`src/rtl/spi_tx_arbiter.sv`:
```
// spi_tx_arbiter: shares the SPI slave transmit sink between NUM_REQ requesters.
// Arbitration is round-robin and holds the grant for a whole packet. Each beat
// is tagged with channel CHANNEL_BASE + requester index. A one-beat output
// register drives the sink.
// Optional feature macro: SPI_ARB_TIMEOUT_EN. When defined, a lock held for
// TIMEOUT_CYCLES cycles without a transfer is force-released.
module spi_tx_arbiter #(
  parameter int NUM_REQ        = 4,
  parameter int CHANNEL_BASE   = 0,
  parameter int TIMEOUT_CYCLES = 1024
) (
  input  logic                    clk_clk,
  input  logic                    reset_reset,
  input  logic [NUM_REQ-1:0]      req_valid,
  input  logic [16*NUM_REQ-1:0]   req_data,
  input  logic [NUM_REQ-1:0]      req_last,
  output logic [NUM_REQ-1:0]      req_ready,
  output logic                    sink_valid,
  output logic [15:0]             sink_data,
  output logic [7:0]              sink_channel,
  input  logic                    sink_ready,
  output logic                    busy,
  output logic [2:0]              grant_idx,
  output logic                    timeout_pulse
);

  // Parameter sanity checks at elaboration time.
  if (NUM_REQ < 2 || NUM_REQ > 8) begin : gBadNumReq
    $error("spi_tx_arbiter: NUM_REQ must be in 2..8");
  end
  if (CHANNEL_BASE < 0 || CHANNEL_BASE + NUM_REQ - 1 > 255) begin : gBadChannel
    $error("spi_tx_arbiter: channel range exceeds 0..255");
  end
  if (TIMEOUT_CYCLES < 1 || TIMEOUT_CYCLES > 65535) begin : gBadTimeout
    $error("spi_tx_arbiter: TIMEOUT_CYCLES must be in 1..65535");
  end

  typedef enum logic {
    ST_OPEN   = 1'b0,
    ST_LOCKED = 1'b1
  } lockState_e;

  lockState_e  state_q, state_d;
  logic [2:0]  lockIdx_q, lockIdx_d;
  logic [2:0]  rrPtr_q, rrPtr_d;
  logic [2:0]  grantIdx_q, grantIdx_d;
  logic        sinkValid_q, sinkValid_d;
  logic [15:0] sinkData_q, sinkData_d;
  logic [7:0]  sinkChannel_q, sinkChannel_d;

  // Inputs padded to eight requesters so a 3-bit index always fits exactly.
  logic [7:0]   validPad;
  logic [7:0]   lastPad;
  logic [127:0] dataPad;
  logic [7:0]   readyPad;

  logic        loadEn;
  logic        pickValid;
  logic [2:0]  pick;
  logic        xfer;

`ifdef SPI_ARB_TIMEOUT_EN
  logic [15:0] stallCnt_q, stallCnt_d;
  logic        timeoutPulse_q, timeoutPulse_d;
`endif

  assign validPad = 8'(req_valid);
  assign lastPad  = 8'(req_last);
  assign dataPad  = 128'(req_data);

  function automatic logic [2:0] nextIdx(input logic [2:0] idx);
    return (idx == 3'(NUM_REQ - 1)) ? 3'd0 : idx + 3'd1;
  endfunction

  // Choose which requester may be offered ready: the lock owner, or the first
  // valid requester at or after the round-robin pointer.
  always_comb begin
    logic [2:0] candidate;
    candidate = 3'd0;
    pick      = lockIdx_q;
    pickValid = 1'b0;
    if (state_q == ST_LOCKED) begin
      pickValid = 1'b1;
    end else begin
      for (int k = NUM_REQ - 1; k >= 0; k--) begin
        candidate = 3'((int'(rrPtr_q) + k) % NUM_REQ);
        if (validPad[candidate]) begin
          pick      = candidate;
          pickValid = 1'b1;
        end
      end
    end
  end

  // Ready goes only to the picked requester and only when the output register can load.
  always_comb begin
    loadEn   = !sinkValid_q || sink_ready;
    readyPad = 8'd0;
    if (pickValid && loadEn) begin
      readyPad[pick] = 1'b1;
    end
    req_ready = readyPad[NUM_REQ-1:0];
    xfer      = pickValid && loadEn && validPad[pick];
  end

  // Next-state for the lock FSM, round-robin pointer and output register.
  always_comb begin
    state_d       = state_q;
    lockIdx_d     = lockIdx_q;
    rrPtr_d       = rrPtr_q;
    grantIdx_d    = grantIdx_q;
    sinkValid_d   = sinkValid_q;
    sinkData_d    = sinkData_q;
    sinkChannel_d = sinkChannel_q;
`ifdef SPI_ARB_TIMEOUT_EN
    stallCnt_d     = 16'd0;
    timeoutPulse_d = 1'b0;
`endif
    if (xfer) begin
      sinkValid_d   = 1'b1;
      sinkData_d    = dataPad[{pick, 4'b0000} +: 16];
      sinkChannel_d = 8'(CHANNEL_BASE) + {5'd0, pick};
      grantIdx_d    = pick;
      if (lastPad[pick]) begin
        state_d = ST_OPEN;
        rrPtr_d = nextIdx(pick);
      end else begin
        state_d   = ST_LOCKED;
        lockIdx_d = pick;
      end
    end else begin
      if (loadEn) begin
        sinkValid_d = 1'b0;
      end
`ifdef SPI_ARB_TIMEOUT_EN
      if (state_q == ST_LOCKED) begin
        if (stallCnt_q + 16'd1 == 16'(TIMEOUT_CYCLES)) begin
          state_d        = ST_OPEN;
          rrPtr_d        = nextIdx(lockIdx_q);
          timeoutPulse_d = 1'b1;
        end else begin
          stallCnt_d = stallCnt_q + 16'd1;
        end
      end
`endif
    end
  end

  // State registers; reset drops any lock and discards the output beat.
  always_ff @(posedge clk_clk or posedge reset_reset) begin
    if (reset_reset) begin
      state_q       <= ST_OPEN;
      lockIdx_q     <= 3'd0;
      rrPtr_q       <= 3'd0;
      grantIdx_q    <= 3'd0;
      sinkValid_q   <= 1'b0;
      sinkData_q    <= 16'd0;
      sinkChannel_q <= 8'd0;
    end else begin
      state_q       <= state_d;
      lockIdx_q     <= lockIdx_d;
      rrPtr_q       <= rrPtr_d;
      grantIdx_q    <= grantIdx_d;
      sinkValid_q   <= sinkValid_d;
      sinkData_q    <= sinkData_d;
      sinkChannel_q <= sinkChannel_d;
    end
  end

`ifdef SPI_ARB_TIMEOUT_EN
  // Stall counter and the one-cycle force-release pulse.
  always_ff @(posedge clk_clk or posedge reset_reset) begin
    if (reset_reset) begin
      stallCnt_q     <= 16'd0;
      timeoutPulse_q <= 1'b0;
    end else begin
      stallCnt_q     <= stallCnt_d;
      timeoutPulse_q <= timeoutPulse_d;
    end
  end
  assign timeout_pulse = timeoutPulse_q;
`else
  assign timeout_pulse = 1'b0;
`endif

  assign sink_valid   = sinkValid_q;
  assign sink_data    = sinkData_q;
  assign sink_channel = sinkChannel_q;
  assign grant_idx    = grantIdx_q;
  assign busy         = (state_q == ST_LOCKED) || sinkValid_q;

endmodule

```
`config.mk`:
```
export PLATFORM = sky130hd
export DESIGN_NAME = spi_tx_arbiter
export DESIGN_NICKNAME = d
export VERILOG_FILES = /design/src/rtl/spi_tx_arbiter.sv
export SDC_FILE = /design/constraint.sdc
export NUM_CORES = 1
export LEC_CHECK = 0
export BUFFER_PORTS_ARGS = -buffer_cell sky130_fd_sc_hd__buf_2
export CORE_MARGIN = 2
export CORE_UTILIZATION = 30
export CTS_CLUSTER_SIZE = 28
export DETAILED_ROUTE_END_ITERATION = 8
export SLEW_MARGIN = 20
export SYNTH_ARGS = -nofsm -noshare
export SYNTH_HDL_FRONTEND = slang
export SYNTH_SLANG_ARGS = --single-unit
```
`constraint.sdc`:
```
create_clock -name clk_clk -period 2.75 [get_ports clk_clk]
set_input_delay 0.1375 -clock clk_clk [delete_from_list [all_inputs] [get_ports clk_clk]]
set_output_delay 0.1375 -clock clk_clk [all_outputs]
set_load 0.01 [all_outputs]
```
# ---- After elaboration in Yosys (flattened, before gate mapping)
# Index checks and enable logic that the tools add are counted.
dict set report word_totals {
  register_bits 26
  input_bits 75
  out_inout_bits 34
  elab_cells 63
}
dict set report classes {
  add_sub_neg 4
  n_lt_le_gt_ge 6
  eq_ne 1
  shift 1
  mux 29
  n_bitwise 4
  n_reduce_logical 12
}
# operator count
set op_table {}
lappend op_table {{128-bit by 8-bit variable part select with 16-bit output} 1}
lappend op_table {{3-bit by 4-bit less-than comparator with 1-bit output, second input constant} 4}
lappend op_table {{1-bit binary-select mux with 3-bit select} 5}
lappend op_table {{1-bit 2-to-1 mux} 15}
lappend op_table {{3-bit 2-to-1 mux} 5}
lappend op_table {{2-bit OR reduction} 3}
lappend op_table {{2-bit by 1-bit adder with 2-bit output, second input constant} 2}
lappend op_table {{2-bit adder, second input constant} 2}
lappend op_table {{2-bit by 4-bit less-than comparator with 1-bit output, second input constant} 1}
lappend op_table {{4-bit 2-to-1 mux} 1}
lappend op_table {{2-bit AND reduction} 2}
lappend op_table {{1-bit AND, first input constant} 3}
lappend op_table {{1-bit demux with 3-bit select} 1}
lappend op_table {{3-bit by 2-bit == test with 1-bit output, second input constant} 1}
lappend op_table {{3-bit by 1-bit >= comparator with 1-bit output, second input constant} 1}
lappend op_table {{1-bit logical AND} 3}
lappend op_table {{1-bit binary-select mux with 2-bit select} 1}
lappend op_table {{1-bit logical OR} 2}
lappend op_table {{2-bit 2-to-1 mux} 1}
lappend op_table {{2-bit nonzero test} 1}
lappend op_table {{1-bit logical NOT} 1}
lappend op_table {{1-bit inverter} 1}

# ---- Depth between registers and ports, before layout
# Gate-level depths: netlist of the first run.
dict set report depth {
  word_depth 15
  mapped_depth 11
  mapped_depth_nobuf 7
}

# ---- Worst setup path after synthesis of the first run
# OpenSTA, ideal clock, no wires.
dict set report synth_timing {
  path_kind {register -> register}
  from {register rrPtr_q[0]}
  to {register sinkData_q[10], in the netlist sink_data[10]}
  setup_ns 0.125
  arrival_time_ns 2.183
  required_ns 2.625
  slack_ns 0.442
  stages_incl_launch_ff 10
  path_buffers 2
  synth_period_minus_slack_ns 2.308
  path_cell_list {dfrtp_1 buf_4 nand4b_1 o311ai_1 a32oi_2 nand3_1 a211oi_4 nor2_8 buf_8 mux2_4}
}
dict set report synth_between {
  elab_chain_cells 13
  elab_cells_between_ends 32
  classes_between {add/sub: 3; shift: 1; mux: 20; bitwise: 3; reduce/logical: 5}
}
# item line_no
set synth_rtl {}
lappend synth_rtl {{from (decl)} 45} ;# logic [2:0] rrPtr_q, rrPtr_d;
lappend synth_rtl {{from (signal assigned)} 162} ;# rrPtr_q <= rrPtr_d;
lappend synth_rtl {{branches (longest 13 deep; another with 2-bit adder)} --}
lappend synth_rtl {{to (signal assigned)} 165} ;# sinkData_q <= sinkData_d;
lappend synth_rtl {{to (decl)} 48} ;# logic [15:0] sinkData_q, sinkData_d;
# Several ways; the timed one is not identified. The select of a mux whose other input is x is not followed.
# A chain may end at the register's enable or synchronous reset.

# ---- Final worst setup path of the first run
dict set report layout_timing {
  from {register rrPtr_q[1]}
  to {register rrPtr_q[1]}
}
dict set report layout_between {
  elab_chain_cells 14
  elab_cells_between_ends 37
  classes_between {add/sub: 4; eq/ne: 1; mux: 23; bitwise: 3; reduce/logical: 6}
}
# item line_no
set layout_rtl {}
lappend layout_rtl {{2-bit adder} 86} ;# candidate = 3'((int'(rrPtr_q) + k) % NUM_REQ);
lappend layout_rtl {{2-bit OR reduction (no line)} --}
lappend layout_rtl {{1-bit AND (no line)} --}
lappend layout_rtl {{1-bit binary-select mux with 3-bit select} 87} ;# if (validPad[candidate]) begin
lappend layout_rtl {{1-bit 2-to-1 mux (not written as such)} 87}
lappend layout_rtl {{3-bit 2-to-1 mux (4 in a row)} 87}
lappend layout_rtl {{3-bit 2-to-1 mux} 82} ;# if (state_q == ST_LOCKED) begin
lappend layout_rtl {{1-bit binary-select mux with 3-bit select} 103} ;# xfer = pickValid && loadEn && validPad[pick];
lappend layout_rtl {{1-bit 2-to-1 mux (not written as such)} 103}
lappend layout_rtl {{1-bit logical AND} 103}
lappend layout_rtl {{2-bit AND reduction (no line)} --}
# Parallel ways exist; a longest one is shown, timed or not. The select of a mux whose other input is x is not followed.

==> out/results.txt, run 1 <==
Outcome: finished, final reports clean
Post-synthesis sequential area ratio: 31.90%
Vias/cell: 4.905
Worst reg2reg setup slack: 0.15 ns
Avg Inst Size Synth: 10.51 um^2
Worst r2r path cells: 7
CP arrival: 2.76 ns
DP HPWL: 4.248 mm
Largest net degree at the start of global routing: 27
Commonest cells after routing, fill and taps aside: buf_2 (102), mux2i_1 (34), dfrtp_1 (24)
Initial antenna violation count: 0
CP Max Fanout: 14
PD cells: 1311 nW/um^2
Finish-stage setup viols: 0
CTS buffer count: 3
Die Span Y: 86.45 um
Tot GR Track Use: 14.41%
N_diodes: 0
1st-iter DRT viols: 46
GR Overflow Total: 0
Worst slew pin tran: 0.9588 ns
Mapped Cells: 194
DRT Pass-1 Iters: 4
EDFF count, synth: 0
RSZ-0062 raised after global routing: false
Hold Fails Final Rpt: 0
Total wire length: 5.336 mm
First-pass GRT wire length: 8.556 mm
Multiplexer share of the synthesized area: 28.47%
Fmax: 0.3846 GHz
Synth Area in Compound Gates: 19.57%
Max stage delay cell, worst path: dfrtp_2
Period Utilization, post-route: 94.54%
Post-Synth XOR/XNOR Area: 0.4294%
Die area: 7474 um^2
Worst skew pair latency: 0.27 ns
CTS sink cnt: 26
Die width: 86.45 um
Std cell rows: 30
WL/cell: 14.46 um
Leakage: 1.390 nW
Critical path type: register to register
Share of cells above drive strength 1: 50.52%
Area Growth Syn to Fin: 30.49%
Clk slew on worst S/H paths: 0.09 ns
Crit-path max cell delay: 0.50 ns
Residual DRC: 0
Fin util: 39.83%
Startpoint Class: register
Clock Skews: 0.003096 ns
Final slew viol count: 0
TNS Setup: 0 ns
Final #Nets: 365
GPL Wtd Cong: 0.7722
Max Root-Sink Buffers: 2
Synth Area in Adders: 0%
Via count: 1,810
CP endpoint kind: register
Yosys Warn Count: 0
Worst-path cell chain: nor2_1, o21ai_0, a32oi_2, nand3_1, a211o_1, a22oi_2, mux2_2
Yosys reg bits: 26
IO Pins: 109
Total core area: 6681 um^2
CP Capture Point: rrPtr_q[1]
Root buffer cell: clkbuf_8
Worst vdd ir: 0.0006640 V
Max-Cap Viols: 0
Minimum clock period: 2.600 ns
FF-to-FF Start: rrPtr_q[1]
Initial Util: 30.52%
Routed Antenna Nets: 0
Worst R2R End: rrPtr_q[1]
Commonest non-fill, non-tap cell in the layout: buf_2
HP Class: input port to async pin
Worst Setup SP: rrPtr_q[1]
Port Buffers: 102
Post-cts resize count: 0
Area of the mapped netlist: 2039 um^2
CTS tree: done
Netlist cell types: 52
Main synth FF type: dfrtp_1
Largest family of logic cells by synthesized area: multiplexers
Setup bufs post-CTS: 0
WHS: 0.07006 ns
CP Data Required Time: 2.91 ns
H-tree depth: 1
Worst slew margin: 36.01%
Vias in the first global route: 1,775
Asr flop ratio synth: 100.0%
Post-Synth Simple-Gate Area: 11.35%
Post-CTS Hold Buffers: 0
## synth_stat cells, drive strengths merged, types with 3 or more instances
library cell / number / share of area, %
mux2i: 34 / 17
dfrtp: 26 / 32
buf: 21 / 7.4
mux2: 19 / 12
o22ai: 16 / 4.9
nor2: 8 / 2.3
o21ai: 8 / 2.1
nand2: 7 / 1.3
o211ai: 5 / 2.1
a21oi: 4 / 0.98
and3: 3 / 1.2
inv: 3 / 0.55
nor2b: 3 / 0.92
or2: 3 / 0.92
## worst min-delay path by stage
stage | end | slack (ns)
6_report | sink_data[12] | 0.07
2_1_floorplan | lockIdx_q[0] | 0.18
5_1_grt | sink_channel[0] | 0.16
3_3_place_gp | sink_data[12] | 0.40
3_5_place_dp | sink_data[12] | 0.41
4_1_cts | sink_data[12] | 0.11
## report_power, final
group | internal, mW | switching, mW
clock | 0.195 | 0.122
combinational | 1.22 | 1.20
sequential | 0.577 | 0.174
total | 1.99 | 1.50
## sequential cells by signal, summed over array words and instances, names as in the netlist
name / count
sink_data: 16
lockIdx_q: 3
sink_channel: 3
rrPtr_q: 2
sink_valid: 1
state_q: 1
## critical path: cells and delay by family, from the launching register on
kind / cells / cell delay (ns)
AOI/OAI and AO/OA: 4 / 1.22
DFF: 1 / 0.50
muxes: 1 / 0.37
and+or+nand+nor: 2 / 0.40
## logic make-up after synthesis
| kind of cell | count (synthesis) |
|---|---|
| DFF | 26 |
| other | 1 |
| AOI/OAI and AO/OA | 51 |
| xor gates and xnor gates | 1 |
| and+or+nand+nor | 37 |
| muxes | 53 |
| buffers and inverters | 25 |
## per-stage QoR
stage          std cells  power [mW]  area [um^2]  setup slack, ns
2_1_floorplan        199       2.581         2058           0.4422
3_3_place_gp         365       3.137         2587           0.1485
3_5_place_dp         365       3.200         2587          0.07864
4_1_cts              369       3.521         2659          0.07046
5_1_grt              369       3.761         2661          0.02177
6_report             369       3.490         2661           0.1501
## layout make-up
class / count / area [um^2]
inverters: 3 / 11.26
clock inverters: 1 / 30.03
flip-flops and latches: 26 / 653.1
multi-input cells: 148 / 1245
clock buffers: 3 / 41.29
fillers: 683 / 4020
repair buffers: 108 / 580.6
well taps: 80 / 100.1
## per-layer routing
layer  global-route usage, %  share of wire [%]
met3                   2.286                6.6
met1                   18.94                 45
met4                   4.261                1.5
met2                   24.41                 47
met5                       0                  0
Note: power is estimated with default switching activity, not from simulation.
==> inputs of run 2 (changes only) <==
--- a/config.mk
+++ b/config.mk
@@ -10,6 +10,7 @@
 export CORE_UTILIZATION = 30
 export CTS_CLUSTER_SIZE = 28
 export DETAILED_ROUTE_END_ITERATION = 8
+export REMOVE_ABC_BUFFERS = 1
 export SLEW_MARGIN = 20
 export SYNTH_ARGS = -nofsm -noshare
 export SYNTH_HDL_FRONTEND = slang
==> run 2 against run 1 <==
Net effect: clock-buffer cell count is the same; cell count is the same; flip-flop and latch count is the same; total power shrank 2.3%; global-route usage shrank 1.3 points; critical path depth is the same; first-iteration DRC count shrank 4.3%; clock power shrank 1%; critical path type unchanged; largest cell class unchanged.
==> out/results.txt, run 2 (synthesis gave the netlist of run 1 again) <==
Leakage: 1.381 nW
Max reg flops: 16
Fin util: 39.68%
PD cells: 1286 nW/um^2
Max Root-Sink Buffers: 2
Area of the multi-input gates: 1245 um^2
WL/cell: 13.36 um
Hold Crit Depth: 3
Final #Nets: 365
Initial antenna violation count: 0
Clk slew on worst S/H paths: 0.10 ns
Finish-stage setup viols: 0
Area Growth Syn to Fin: 30.00%
Std cell rows: 30
Startpoint Class: register
Storage cell area: 653.1 um^2
CP endpoint kind: register
1st-iter DRT viols: 44
FILL cells: 680
HP Class: input port to register
Die area: 7474 um^2
GPL Wtd Cong: 0.8164
Hold Fails Final Rpt: 0
Worst vdd ir: 0.0004187 V
RSZ-0062 raised after global routing: false
IO Pins: 109
Non-Filler Instances: 369
Final slew viol count: 0
Root buffer cell: clkbuf_8
Via count: 1,812
Share of cells above drive strength 1: 50.17%
Commonest non-fill, non-tap cell in the layout: buf_2
Tot GR Track Use: 13.10%
Final Cell Area: 2651 um^2
Power Total: 3.409 mW
Area of placed instances: 2560 um^2
Outcome: finished, final reports clean
CTS tree: done
Fmax: 0.3900 GHz
H-tree depth: 1
CTS buffer count: 3
N_diodes: 0
Largest net degree at the start of global routing: 27
Worst skew pair latency: 0.27 ns
Vias in the first global route: 1,592
Vias/cell: 4.911
DP HPWL: 3.854 mm
CP Max Fanout: 19
DRT Pass-1 Iters: 4
Total core area: 6681 um^2
GR Overflow Total: 0
Clock Skews: 0.01090 ns
Worst r2r path cells: 7
CP Data Required Time: 2.90 ns
CTS sink cnt: 26
Minimum clock period: 2.564 ns
Total wire length: 4.928 mm
Die Span Y: 86.45 um
Dpl cells: 363
Residual DRC: 0
Commonest cells after routing, fill and taps aside: buf_2 (102), mux2i_1 (34), dfrtp_1 (24)
Max-Cap Viols: 0
TNS Setup: 0 ns
Critical path type: register to register
Worst slew pin tran: 0.9229 ns
Period Utilization, post-route: 93.23%
Initial Util: 30.52%
Port Buffers: 102
Routed Antenna Nets: 0
First-pass GRT wire length: 7.817 mm
Worst slew margin: 38.10%
Die width: 86.45 um
CP arrival: 2.72 ns
-- run 2: cell types whose count changed in the layout (fill, tap and decap cells not counted) --
cell,delta
clkinv_1,+1
buf_12,-1
dlygate4sd3_1,+1
inv_1,-1
-- run 2: stage by stage --
step                worst slack, ns  hold WS, ns
floorplan                   -0.3780       0.1775
global placement             0.1475       0.4029
detailed placement          0.07264       0.4307
CTS                         0.05282       0.1278
global route                0.04608       0.2175
finish                       0.1860       0.1806
-- run 2: metal layers --
layer	vias to the layer above	global-route usage (%)	part of all wire, %
met2	67	21.68	49
met4	0	2.983	0.51
li1	905	-	-
met5	-	0	0
met3	2	1.905	6.3
met1	838	18.13	44
-- run 2: report_power, final --
| group | switching, mW | internal (mW) |
|---|---|---|
| Combinational | 1.17 | 1.18 |
| Clock | 0.118 | 0.195 |
| Sequential | 0.169 | 0.577 |
| Total | 1.46 | 1.95 |
-- run 2: timing repair --
item,in CTS,in global routing
hold endpoints to repair,0,15
gates resized for setup,0,2
setup buffers,0,1
hold buffers,0,1
setup endpoints to repair,0,18
-- run 2: final cells by class --
cell class / instances / share of cell area, %
Clock inverter: 1 / 1.133
Sequential cell: 26 / 24.63
Multi-Input combinational cell: 148 / 46.96
Inverter: 3 / 0.4247
Timing Repair Buffer: 108 / 21.52
Clock buffer: 3 / 1.557
Tap cell: 80 / 3.775
-- run 2: worst paths after layout --
path	from	end	slack, ns
worst max-delay path	rrPtr_q[1]	sink_data[0]	0.19
worst min-delay path	sink_ready	sink_valid	0.18
worst max register to register	rrPtr_q[1]	sink_data[0]	0.19
worst min register to register	sink_channel[0]	sink_channel[0]	0.50
max in group asynchronous	reset_reset	rrPtr_q[1]	1.78
min in group asynchronous	reset_reset	sink_data[11]	0.50
-- run 2: critical path, cell delays in order (launching register included) --
cell and delay (ns):
dfrtp_2 0.50, nor2_1 0.09, a221o_1 0.31, or2_1 0.34, and3_4 0.22, o211a_4 0.28
nor2_8 0.31, mux2_2 0.38
